===== src/rtl/gatesv_seq_if.sv =====
// Handshake bundle for gatesv_seq: word input channel and the three-vector result channel.
interface gatesv_seq_if #(
  parameter int W = 16
);
  logic         in_valid;
  logic [W-1:0] in_data;
  logic         in_ready;
  logic         out_valid;
  logic         out_ready;
  logic [W-2:0] out_both;
  logic [W-1:1] out_any;
  logic [W-1:0] out_different;

  modport master (
    output in_valid, in_data, out_ready,
    input  in_ready, out_valid, out_both, out_any, out_different
  );

  modport slave (
    input  in_valid, in_data, out_ready,
    output in_ready, out_valid, out_both, out_any, out_different
  );
endinterface


===== src/rtl/gatesv_seq.sv =====
// Neighbour-gate evaluator: captures a word, then fills the AND/OR/XOR neighbour
// vectors one 4-bit slice per clock, and holds the result until the sink takes it.
module gatesv_seq #(
  parameter int SLICES = 4
) (
  input  logic                      clk,
  input  logic                      reset,
  gatesv_seq_if.slave               bus,
  output logic                      busy,
  output logic [$clog2(SLICES)-1:0] slice
);
  localparam int W  = 4 * SLICES;
  localparam int SW = $clog2(SLICES);

  typedef enum logic [1:0] {IDLE, RUN, DONE} state_t;

  state_t        state;
  logic [W-1:0]  d;
  logic [SW-1:0] cnt;
  logic [W-2:0]  both_r;
  logic [W-1:1]  any_r;
  logic [W-1:0]  diff_r;

  logic [W-2:0]  both_calc;
  logic [W-1:1]  any_calc;
  logic [W-1:0]  diff_calc;
  logic [W-1:0]  mask;
  logic          in_fire;
  logic          out_fire;

  // Full-width neighbour functions; the slice mask picks which bits land each cycle.
  assign both_calc = d[W-2:0] & d[W-1:1];
  assign any_calc  = d[W-1:1] | d[W-2:0];
  assign diff_calc = d ^ {d[0], d[W-1:1]};
  assign mask      = {{(W-4){1'b0}}, 4'hF} << {cnt, 2'b00};

  assign bus.in_ready  = (state == IDLE) || ((state == DONE) && bus.out_ready);
  assign bus.out_valid = (state == DONE);
  assign busy          = (state == RUN);
  assign slice         = (state == RUN) ? cnt : '0;
  assign in_fire       = bus.in_valid && bus.in_ready;
  assign out_fire      = bus.out_valid && bus.out_ready;

  assign bus.out_both      = both_r;
  assign bus.out_any       = any_r;
  assign bus.out_different = diff_r;

  // An accept in DONE implies the result was taken that same edge, so a new word
  // simply restarts RUN without passing through IDLE.
  always_ff @(posedge clk) begin
    if (reset) begin
      state  <= IDLE;
      d      <= '0;
      cnt    <= '0;
      both_r <= '0;
      any_r  <= '0;
      diff_r <= '0;
    end else if (in_fire) begin
      state  <= RUN;
      d      <= bus.in_data;
      cnt    <= '0;
      both_r <= '0;
      any_r  <= '0;
      diff_r <= '0;
    end else begin
      case (state)
        RUN: begin
          both_r <= (both_r & ~mask[W-2:0]) | (both_calc & mask[W-2:0]);
          any_r  <= (any_r & ~mask[W-1:1]) | (any_calc & mask[W-1:1]);
          diff_r <= (diff_r & ~mask) | (diff_calc & mask);
          if (cnt == SW'(SLICES - 1)) begin
            state <= DONE;
            cnt   <= '0;
          end else begin
            cnt <= cnt + 1'b1;
          end
        end
        DONE: begin
          if (out_fire) state <= IDLE;
        end
        default: state <= IDLE;
      endcase
    end
  end
endmodule


===== src/flat_wrapper.sv =====
// flat-port wrapper written by rule: the top's interface ports become plain ports
module gatesv_seq_flat 
#(
  parameter int SLICES = 4
)
  (clk, reset, busy, slice, bus_in_valid, bus_in_data, bus_out_ready, bus_in_ready, bus_out_valid, bus_out_both, bus_out_any, bus_out_different);
  gatesv_seq_if #(.W((4 * SLICES))) bus_i ();
  input  logic clk;
  input  logic reset;
  output logic busy;
  output logic [$clog2(SLICES)-1:0] slice;
  input wire logic [$bits(bus_i.in_valid)-1:0] bus_in_valid;
  input wire logic [$bits(bus_i.in_data)-1:0] bus_in_data;
  input wire logic [$bits(bus_i.out_ready)-1:0] bus_out_ready;
  output wire logic [$bits(bus_i.in_ready)-1:0] bus_in_ready;
  output wire logic [$bits(bus_i.out_valid)-1:0] bus_out_valid;
  output wire logic [$bits(bus_i.out_both)-1:0] bus_out_both;
  output wire logic [$bits(bus_i.out_any)-1:0] bus_out_any;
  output wire logic [$bits(bus_i.out_different)-1:0] bus_out_different;
  assign bus_i.in_valid = bus_in_valid;
  assign bus_i.in_data = bus_in_data;
  assign bus_i.out_ready = bus_out_ready;
  assign bus_in_ready = bus_i.in_ready;
  assign bus_out_valid = bus_i.out_valid;
  assign bus_out_both = bus_i.out_both;
  assign bus_out_any = bus_i.out_any;
  assign bus_out_different = bus_i.out_different;
  gatesv_seq #(.SLICES(SLICES)) u_core (.clk(clk), .reset(reset), .bus(bus_i), .busy(busy), .slice(slice));
endmodule

===== config.mk =====
export PLATFORM = sky130hd
export DESIGN_NAME = gatesv_seq_flat
export DESIGN_NICKNAME = d
export VERILOG_FILES = /design/src/rtl/gatesv_seq_if.sv /design/src/rtl/gatesv_seq.sv /design/src/flat_wrapper.sv
export SDC_FILE = /design/constraint.sdc
export NUM_CORES = 1
export LEC_CHECK = 0
export BUFFER_PORTS_ARGS = -buffer_cell sky130_fd_sc_hd__buf_2
export CAP_MARGIN = 20
export CORE_ASPECT_RATIO = 0.8
export CORE_UTILIZATION = 30
export CTS_BUF_LIST = sky130_fd_sc_hd__clkbuf_4 sky130_fd_sc_hd__clkbuf_8 sky130_fd_sc_hd__clkbuf_16
export CTS_CLUSTER_SIZE = 24
export DETAILED_ROUTE_END_ITERATION = 12
export SYNTH_ARGS = -nofsm -noshare
export SYNTH_HDL_FRONTEND = slang
export SYNTH_SLANG_ARGS = --single-unit

===== constraint.sdc =====
create_clock -name clk -period 2.2 [get_ports clk]
set_clock_uncertainty 0.2 [all_clocks]
set_input_delay 0.44 -clock clk [delete_from_list [all_inputs] [get_ports clk]]
set_output_delay 0.44 -clock clk [all_outputs]
set_load 0.005 [all_outputs]

## After elaboration in Yosys (flattened, before gate mapping)

Index checks and enable logic that the tools add are counted.

| storage, ports and cells | value |
|---|---|
| register bits after elaboration | 66 |
| bits of input ports | 20 |

| operators by class | value |
|---|---|
| $add $sub $neg | 1 |
| eq/ne operators | 7 |
| shifts and indexed selects | 1 |
| multiplexer cells | 6 |
| bitwise logic cells | 15 |
| reduce and logical (&&, ||, !) cells | 7 |

Operators by type and width:

| cell | count |
|---|---|
| $and A15 B15 Y15 | 5 |
| $or A15 B15 Y15 | 3 |
| $and A16 B16 Y16 | 2 |
| $not A15 Y15 | 2 |
| $not A16 Y16 | 1 |
| $or A16 B16 Y16 | 1 |
| $shl A4 B4 Y16 const A | 1 |
| $xor A16 B16 Y16 | 1 |
| $mux W2 | 4 |
| $eq A2 B2 Y1 const B | 2 |
| $pmux W2 S2 | 1 |
| $reduce_and A2 Y1 | 2 |
| $ne A3 B1 Y1 const B | 1 |
| $ne A3 B3 Y1 const B | 1 |
| $add A2 B1 Y2 const B | 1 |
| $eq A2 B1 Y1 const B | 1 |
| $logic_and A1 B1 Y1 | 2 |
| $logic_not A2 Y1 | 1 |
| $ne A2 B1 Y1 const B | 1 |
| $ne A2 B2 Y1 const B | 1 |
| $reduce_or A2 Y1 | 1 |
| $logic_or A1 B1 Y1 | 1 |
| $mux W1 | 1 |

## Depth between registers and ports, before layout

Gate-level depths: netlist (run 1).

| logic depth | value |
|---|---|
| depth in word-level cells | 6 |
| depth in mapped cells | 7 |
| gate-level depth less buffers | 5 |

## Least setup slack after synthesis (run 1)

OpenSTA, ideal clock, no wires.

| timing | value |
|---|---|
| kind | register to register |
| from | reg u_core.cnt[0] |
| to | reg (tool-made name) |
| setup time | 86 ps |
| arrival | 1272 ps |
| required time | 1914 ps |
| setup slack | 643 ps |
| cell stages (with the launch flop) | 7 |
| path buffers | 2 |
| clock period less this slack | 1557 ps |
| cells stage by stage | dfxtp_1 inv_1 ha_1 and3b_1 buf_2 buf_2 a211oi_1 |

RTL lines:

| element | line | source |
|---|---|---|
| start: declaration | gatesv_seq.sv:19 | `logic [SW-1:0] cnt;` |
| start signal: assignment | gatesv_seq.sv:75 | `cnt <= cnt + 1'b1;` |

## Worst setup path after layout (run 1)

| timing | value |
|---|---|
| from | reg u_core.state[0] |
| to | out slice[0] |

| between the ends | value |
|---|---|
| cells in the longest elaborated chain, start to end | 2 |

RTL lines:

| element | line | source |
|---|---|---|
| start: declaration | gatesv_seq.sv:17 | `state_t state;` |
| start signal: assignment | gatesv_seq.sv:52 | `state <= IDLE;` |
| start signal: assignment | gatesv_seq.sv:59 | `state <= RUN;` |
| start signal: assignment | gatesv_seq.sv:72 | `state <= DONE;` |
| $eq A2 B1 Y1 | gatesv_seq.sv:40 | `assign slice = (state == RUN) ? cnt : '0;` |
| $mux W2 | gatesv_seq.sv:40 |  |
| end: declaration | flat_wrapper.sv:11 | `output logic [$clog2(SLICES)-1:0] slice;` |

Every way passes these cells.

==> impl_metrics.toml, run 1 <==
[run_status]
status = "complete, no violations"

[synthesis]
synth.top_cell.area_share_pct = 42.0
synth_area_leader_cell = "dfxtp_1"
seq_area_frac_synth_pct = 42.0
postSynthAreaPerCell_um2 = 9.35
ys_types = 23
synthCells = 336
syn-num-nets = 390
synth_warnings = 0
netlist_area_mm2 = 0.00314
synth_area_leaders = "dfxtp_1, ha_1, nand2_1"
ys_seq_elements = 66

[global_route]
grt_use_total_pct = 13.2
grt_pass1_wl_um = 10600
overflow = 0
grt_pass1_vias = 2151
antenna_found_initial = 0
grt_max_degree = 31

[clock_network]
cts_tree = "built"
cts.clk_slew.worst_paths_ns = 0.05
clk_path_buf_depth = 2
cts_setup_buffers = 0
cts_buffers = 9
cts_hold_buf = 0
cts_resized = 0
worstSkewPairLatency_ns = 0.33
cts_root_buf = "clkbuf_16"
cts_htree_levels = 3
numClockSinks = 66

[detailed_routing]
ant_nets = 0
drc = 0
drtIter0Drc = 78
via_per_inst = 4.36
drt-total-wl_um = 6670
via_count = 2386
wire_per_inst_um = 12.2
first_pass_iters = 4

[layout]
drive_gt1_share_pct = 25.6
nNetsFinal = 456
syn2layout_area_growth_pct = 21.9
n_antenna_cell = 0

[worst_setup_path]
start_kind = "register"
crit_family = "flip-flops"
cp_cell_sequence = "nand2b_1, nor2_1, buf_2"
critPathMaxStageDelay_ns = 0.51
crit_fanout = 12
cp.required_ns = 1.56
critPathBufInv = 1
slowest_stage = "dfxtp_1"
critPathCaptureType = "output pin"
worstSetupPathType = "register to output pin"
cp.arrival_ns = 1.35

[die]
start_util_pct = 30.8
num_rows = 33
dieArea_mm2 = 0.0109
dieHeight_um = 93.6
core_area_mm2 = 0.0102
die_width_um = 116
ios = 71

[placement]
gp_routability_congestion = 0.724
port_buffers = 70
dp_hpwl_um = 4800

[timing]
tns_ns = 0
layout_min_cycle_time_ns = 1.99
worst_slew_pin_slew_ns = 0.615
finalCritPeriodShare_pct = 90.4
hold_slack_ns = 0.166
fmax_ghz = 0.503
hold_viol = 0
rsz0062_at_grt = "false"
setup_viol = 0
maxSlewViolCount = 0
maxSlewHeadroom_pct = 59.0

[power]
p_leak_nw = 1.65
power_per_cell_area_mw_per_mm2 = 746
ir_drop_mv = 0.284

[hold_path]
hp-class = "primary input to register"

[flow_run]
maxCapViolations = 0
[worst register-to-register path, cell delays in order, from the launching register on]
cell,delay [ns]
dfxtp_1,0.34
inv_1,0.13
ha_1,0.20
and3b_1,0.56
nor2_1,0.09
a211oi_1,0.24
[Yosys cell counts]
library cell,n
a21oi_2,10
and3b_1,4
nor2_8,1
nand2b_1,34
and2b_4,1
buf_6,11
nand2_1,63
o21bai_4,1
nor2_1,19
a21oi_1,23
o22ai_1,1
a211oi_1,16
ha_1,34
clkbuf_1,3
inv_1,19
xnor2_1,1
nand3b_1,4
buf_2,5
mux2i_1,16
or3_1,1
dfxtp_1,66
nand2b_4,1
nor2b_1,2
[metrics by stage]
step | utilization [%] | power (mW) | std cells | worst slack (ns) | area (um^2)
floorplan | - | 1.45 | 336 | 0.643 | 3140
global placement | 34.7 | 1.52 | 531 | 0.433 | 3540
detailed placement | 34.7 | 1.52 | 531 | 0.348 | 3540
CTS | 37.6 | 2.91 | 547 | 0.193 | 3830
global route | 37.6 | 3.00 | 547 | 0.0701 | 3830
finish | 37.6 | 2.86 | 547 | 0.212 | 3830
[report_power, final]
part           switching (mW)  total (mW)  internal (mW)
logic                   0.131       0.230         0.0984
clock network           0.492        1.37          0.876
registers              0.0321        1.26           1.23
total                   0.655        2.86           2.20
[kinds of logic (layout without fill, tap and decap cells)]
| logic type | Yosys count | in the layout | synth area share [%] |
|---|---|---|---|
| AOI/OAI and AO/OA | 51 | 51 | 11.1 |
| and+or+nand+nor | 130 | 130 | 20.6 |
| buffers and inverters | 38 | 109 | 7.36 |
| adders and majority gates | 34 | 34 | 13.5 |
| muxes | 16 | 16 | 5.10 |
| DFF | 66 | 66 | 42.0 |
| xor gates and xnor gates | 1 | 1 | 0.279 |
[cells in the final DEF, fill, tap and decap left out, types with 10 or more instances in the layout]
master,n
a211oi_1,16
nand2b_1,34
inv_1,19
mux2i_1,16
dfxtp_1,66
a21oi_2,10
a21oi_1,23
ha_1,34
nor2_1,19
nand2_1,63
buf_2,70
[area by class of cell]
cell class | count | area [um^2]
fillers | 1100 | 6370
multi-input cells | 232 | 1590
flip-flops and latches | 66 | 1320
repair buffers | 74 | 380
clock buffers | 14 | 282
well taps | 140 | 175
inverters | 19 | 71.3
clock inverters | 2 | 10.0
[routing by layer]
| layer | global-route usage [%] | up-vias | wire [um] |
|---|---|---|---|
| met2 | 19.9 | 57 | 2900 |
| met3 | 5.64 | 5 | 398 |
| met5 | 0 | - | 0 |
| met4 | 3.85 | 0 | 54 |
| met1 | 16.9 | 1091 | 3320 |
| li1 | - | 1233 | - |
[path summary, 6_finish.rpt]
check	startpoint	endpoint	slack (ns)	cells past startpoint
worst min-delay path	bus_in_data[7]	u_core.d[7]	0.17	3
worst max register to register	u_core.cnt[0]	register	0.37	5
worst min register to register	register	register	0.25	2
worst max-delay path	u_core.state[0]	slice[0]	0.21	3
No activity file was read; power rests on OpenSTA's default activity.
==> inputs of run 2 (changes only) <==
Settings changed: MAX_ROUTING_LAYER set to met4.
==> impl_metrics.toml, run 2 (synthesis results as in run 1) <==
[run_status]
status = "complete, no violations"

[worst_setup_path]
r2r_slack_ns = 0.36
critPathCaptureType = "output pin"
critPathBufInv = 1
rr_startpoint = "u_core.cnt[0]"
cp.required_ns = 1.56
crit_fanout = 12
crit_end = "slice[0]"
cp.arrival_ns = 1.35
worstSetupPathType = "register to output pin"
cp_cell_sequence = "nand2b_1, nor2_1, buf_2"
slowest_stage = "dfxtp_1"
critPathMaxStageDelay_ns = 0.51
cp.depth = 3
start_kind = "register"
worst-r2r-cell-count = 5
crit_start = "u_core.state[0]"
crit_family = "flip-flops"

[clock_network]
cts_resized = 0
cts_hold_buf = 0
numClockSinks = 66
cts_setup_buffers = 0
cts_buffers = 9
clk_path_buf_depth = 2
cts_htree_levels = 3
cts_root_buf = "clkbuf_16"
worstSkewPairLatency_ns = 0.33
cts.clk_slew.worst_paths_ns = 0.05
cts_tree = "built"

[detailed_routing]
via_per_inst = 4.33
drt-total-wl_um = 6670
wl_met2_um = 2870
wl_met1_um = 3380
first_pass_iters = 4
wire_per_inst_um = 12.2
via_count = 2370
drc = 0
drtIter0Drc = 77
ant_nets = 0
topRoutingLayerUsed = "met4"
wl_met3_um = 366

[hold_path]
hp-class = "primary input to register"

[timing]
worst_slew_pin_slew_ns = 0.619
maxSlewHeadroom_pct = 58.8
fmax_ghz = 0.504
fin_ws_ns = 0.214
setup_viol = 0
finalCritPeriodShare_pct = 90.3
maxSlewViolCount = 0
rsz0062_at_grt = "false"
layout_min_cycle_time_ns = 1.99
tns_ns = 0
hold_viol = 0

[placement]
dp_hpwl_um = 4800
dp_worst_setup_slack_ns = 0.348
place_area_mm2 = 0.00354
gp_routability_congestion = 0.733
port_buffers = 70

[global_route]
overflow = 0
antenna_found_initial = 0
grt_max_degree = 31
grt_pass1_wl_um = 10600
grt_use_total_pct = 13.6
grt_pass1_vias = 2156

[flow_run]
maxCapViolations = 0

[power]
design_power_total_mw = 2.86
ir_drop_mv = 0.284
p_leak_nw = 1.65
power_per_cell_area_mw_per_mm2 = 746

[die]
dieArea_mm2 = 0.0109
die_width_um = 116
dieHeight_um = 93.6
num_rows = 33
start_util_pct = 30.8
core_area_mm2 = 0.0102
ios = 71

[layout]
fill_cells = 1100
finalInstanceArea_mm2 = 0.00383
drive_gt1_share_pct = 25.6
nNetsFinal = 456
multi_input_area_mm2 = 0.00159
final_common_cell = "buf_2"
n_antenna_cell = 0
area.sequential_mm2 = 0.00132
fin_util_pct = 37.6
final_cell_mix = "buf_2, dfxtp_1, nand2_1"
syn2layout_area_growth_pct = 21.9
==> run 2: cell counts in the layout (fill, tap and decap cells not counted) <==
No cell type changed its count.
==> run 2: worst min-delay path by stage <==
stage,cells past startpoint,from,endpoint
after global placement,2,register,register
after CTS,3,bus_in_data[7],u_core.d[7]
after detailed placement,2,register,register
after global routing,3,bus_in_data[7],u_core.d[7]
after floorplan,2,register,register
final,3,bus_in_data[7],u_core.d[7]
==> run 2: layout make-up <==
| type | count | area share, % |
|---|---|---|
| multi-input cells | 232 | 41.5 |
| flip-flops and latches | 66 | 34.5 |
| repair buffers | 74 | 9.93 |
| clock buffers | 14 | 7.35 |
| well taps | 140 | 4.57 |
| inverters | 19 | 1.86 |
| clock inverters | 2 | 0.261 |
==> run 2: through the flow <==
stage,cells,hold slack (ns)
finish,547,0.163
global route,547,0.161
CTS,547,0.153
detailed placement,531,0.247
global placement,531,0.243
floorplan,336,0.253
==> run 2: worst min-delay path, stage by stage <==
cell	delay, ns
buf_2	0.09
nand2b_1	0.05
mux2i_1	0.06
==> run 2: layer usage <==
layer  vias to the layer above  track usage (%)
li1                       1231                -
met1                      1081             17.2
met2                        52             19.7
met3                         6             5.83
met4                         0             3.53
met5                         -                -
==> run 2: power by group <==
group	switching, mW	internal (mW)	leakage (nW)	total, mW
combinational	0.131	0.0984	0.968	0.229
clock	0.493	0.876	0.149	1.37
sequential	0.0320	1.23	0.535	1.26
==> inputs of run 3 (changes only) <==
Clock period 2.2 ns to 2.35 ns, I/O delays scaled along.
==> impl_metrics.toml, run 3 (synthesis results as in run 1) <==
[layout]
n_antenna_cell = 0
final_cell_mix = "buf_2, dfxtp_1, nand2_1"
fill_cells = 1068
fin_util_pct = 37.2
syn2layout_area_growth_pct = 20.9
final_common_cell = "buf_2"
drive_gt1_share_pct = 24.8
nNetsFinal = 455

[detailed_routing]
first_pass_iters = 4
via_count = 2358
drc = 0
ant_nets = 0
drtIter0Drc = 65
wire_per_inst_um = 12.6
via_per_inst = 4.34
drt-total-wl_um = 6830

[power]
p_int_mw = 2.02
power_per_cell_area_mw_per_mm2 = 693
p_sw_share_pct = 23.3
p_seq_share_pct = 44.9
switchingPower_uw = 613
ir_drop_mv = 0.267
power_frac_clock_pct = 46.8
p_leak_nw = 1.63
combPwrFrac_pct = 8.3

[worst_setup_path]
crit_end = "slice[0]"
r2r_slack_ns = 0.57
cp.required_ns = 1.68
critPathMaxStageDelay_ns = 0.53
crit_fanout = 12
crit_family = "flip-flops"
start_kind = "register"
cp.arrival_ns = 1.40
cp.depth = 3
critPathBufInv = 1
rr_startpoint = "u_core.cnt[0]"
cp_cell_sequence = "nand2b_1, nor2_1, buf_2"
slowest_stage = "dfxtp_1"
worstSetupPathType = "register to output pin"
crit_start = "u_core.state[0]"
worst-r2r-cell-count = 5
critPathCaptureType = "output pin"

[timing]
rsz0062_at_grt = "false"
setup_viol = 0
hold_viol = 0
layout_min_cycle_time_ns = 2.07
finalCritPeriodShare_pct = 88.1
maxSlewViolCount = 0
maxSlewHeadroom_pct = 61.8
worst_slew_pin_slew_ns = 0.574
tns_ns = 0
fmax_ghz = 0.483

[global_route]
grt_pass1_wl_um = 10700
overflow = 0
grt_use_total_pct = 13.8
antenna_found_initial = 0
grt_max_degree = 29
grt_pass1_vias = 2148

[die]
num_rows = 33
dieArea_mm2 = 0.0109
core_area_mm2 = 0.0102
ios = 71
start_util_pct = 30.8
die_width_um = 116
dieHeight_um = 93.6

[placement]
dp_hpwl_um = 4840
port_buffers = 70
gp_routability_congestion = 0.741

[clock_network]
cts_htree_levels = 3
cts_buffers = 9
cts_resized = 0
cts_root_buf = "clkbuf_16"
cts_hold_buf = 0
numClockSinks = 66
cts.clk_slew.worst_paths_ns = 0.05
clk_path_buf_depth = 2
cts_setup_buffers = 0
cts_tree = "built"
worstSkewPairLatency_ns = 0.33

[flow_run]
maxCapViolations = 0

[run_status]
status = "complete, no violations"

[hold_path]
hp-class = "primary input to register"
[run 3: per-stage QoR]
step / cell area (um^2) / instances / worst slack (ns) / hold WS [ns] / power [mW]
3_3_place_gp: 3530 / 530 / 0.572 / 0.242 / 1.42
5_1_grt: 3800 / 543 / 0.172 / 0.196 / 2.76
2_1_floorplan: 3140 / 336 / 0.793 / 0.253 / 1.36
6_report: 3800 / 543 / 0.279 / 0.200 / 2.63
3_5_place_dp: 3530 / 530 / 0.531 / 0.244 / 1.43
4_1_cts: 3800 / 543 / 0.284 / 0.189 / 2.67
[run 3: worst min-delay path, cell delays in order]
cell and delay [ns]:
buf_2 0.10, nand2b_1 0.05, mux2i_1 0.06
[run 3: final cells by class]
cell class	instances	area [um^2]	share of cell area [%]
Multi-Input combinational cell	232	1590	41.9
Sequential cell	66	1320	34.8
Timing Repair Buffer	73	373	9.82
Clock buffer	13	268	7.05
Tap cell	140	175	4.61
Inverter	19	71.3	1.88
[run 3: worst min-delay path by stage]
stage	from	to	slack, ns	cells after the start
after floorplan	register	register	0.25	2
after global routing	bus_in_data[4]	u_core.d[4]	0.20	3
final	bus_in_data[7]	u_core.d[7]	0.20	3
after CTS	bus_in_data[8]	u_core.d[8]	0.19	3
after global placement	register	register	0.24	2
after detailed placement	register	register	0.24	2
[run 3: power groups by stage]
stage	combinational [mW]	clock (mW)	sequential, mW
after global placement	0.217	0	1.20
final	0.219	1.23	1.18
after detailed placement	0.221	0	1.20
after floorplan	0.166	0	1.20
after global routing	0.252	1.32	1.18
after CTS	0.224	1.26	1.18
[run 3: metal layers]
metal | wire length, um | vias to the layer above | track usage, %
li1 | - | 1218 | -
met1 | 3340 | 1075 | 16.9
met2 | 2990 | 52 | 20.3
met3 | 352 | 13 | 4.86
met4 | 138 | 0 | 6.30
met5 | 0 | - | -
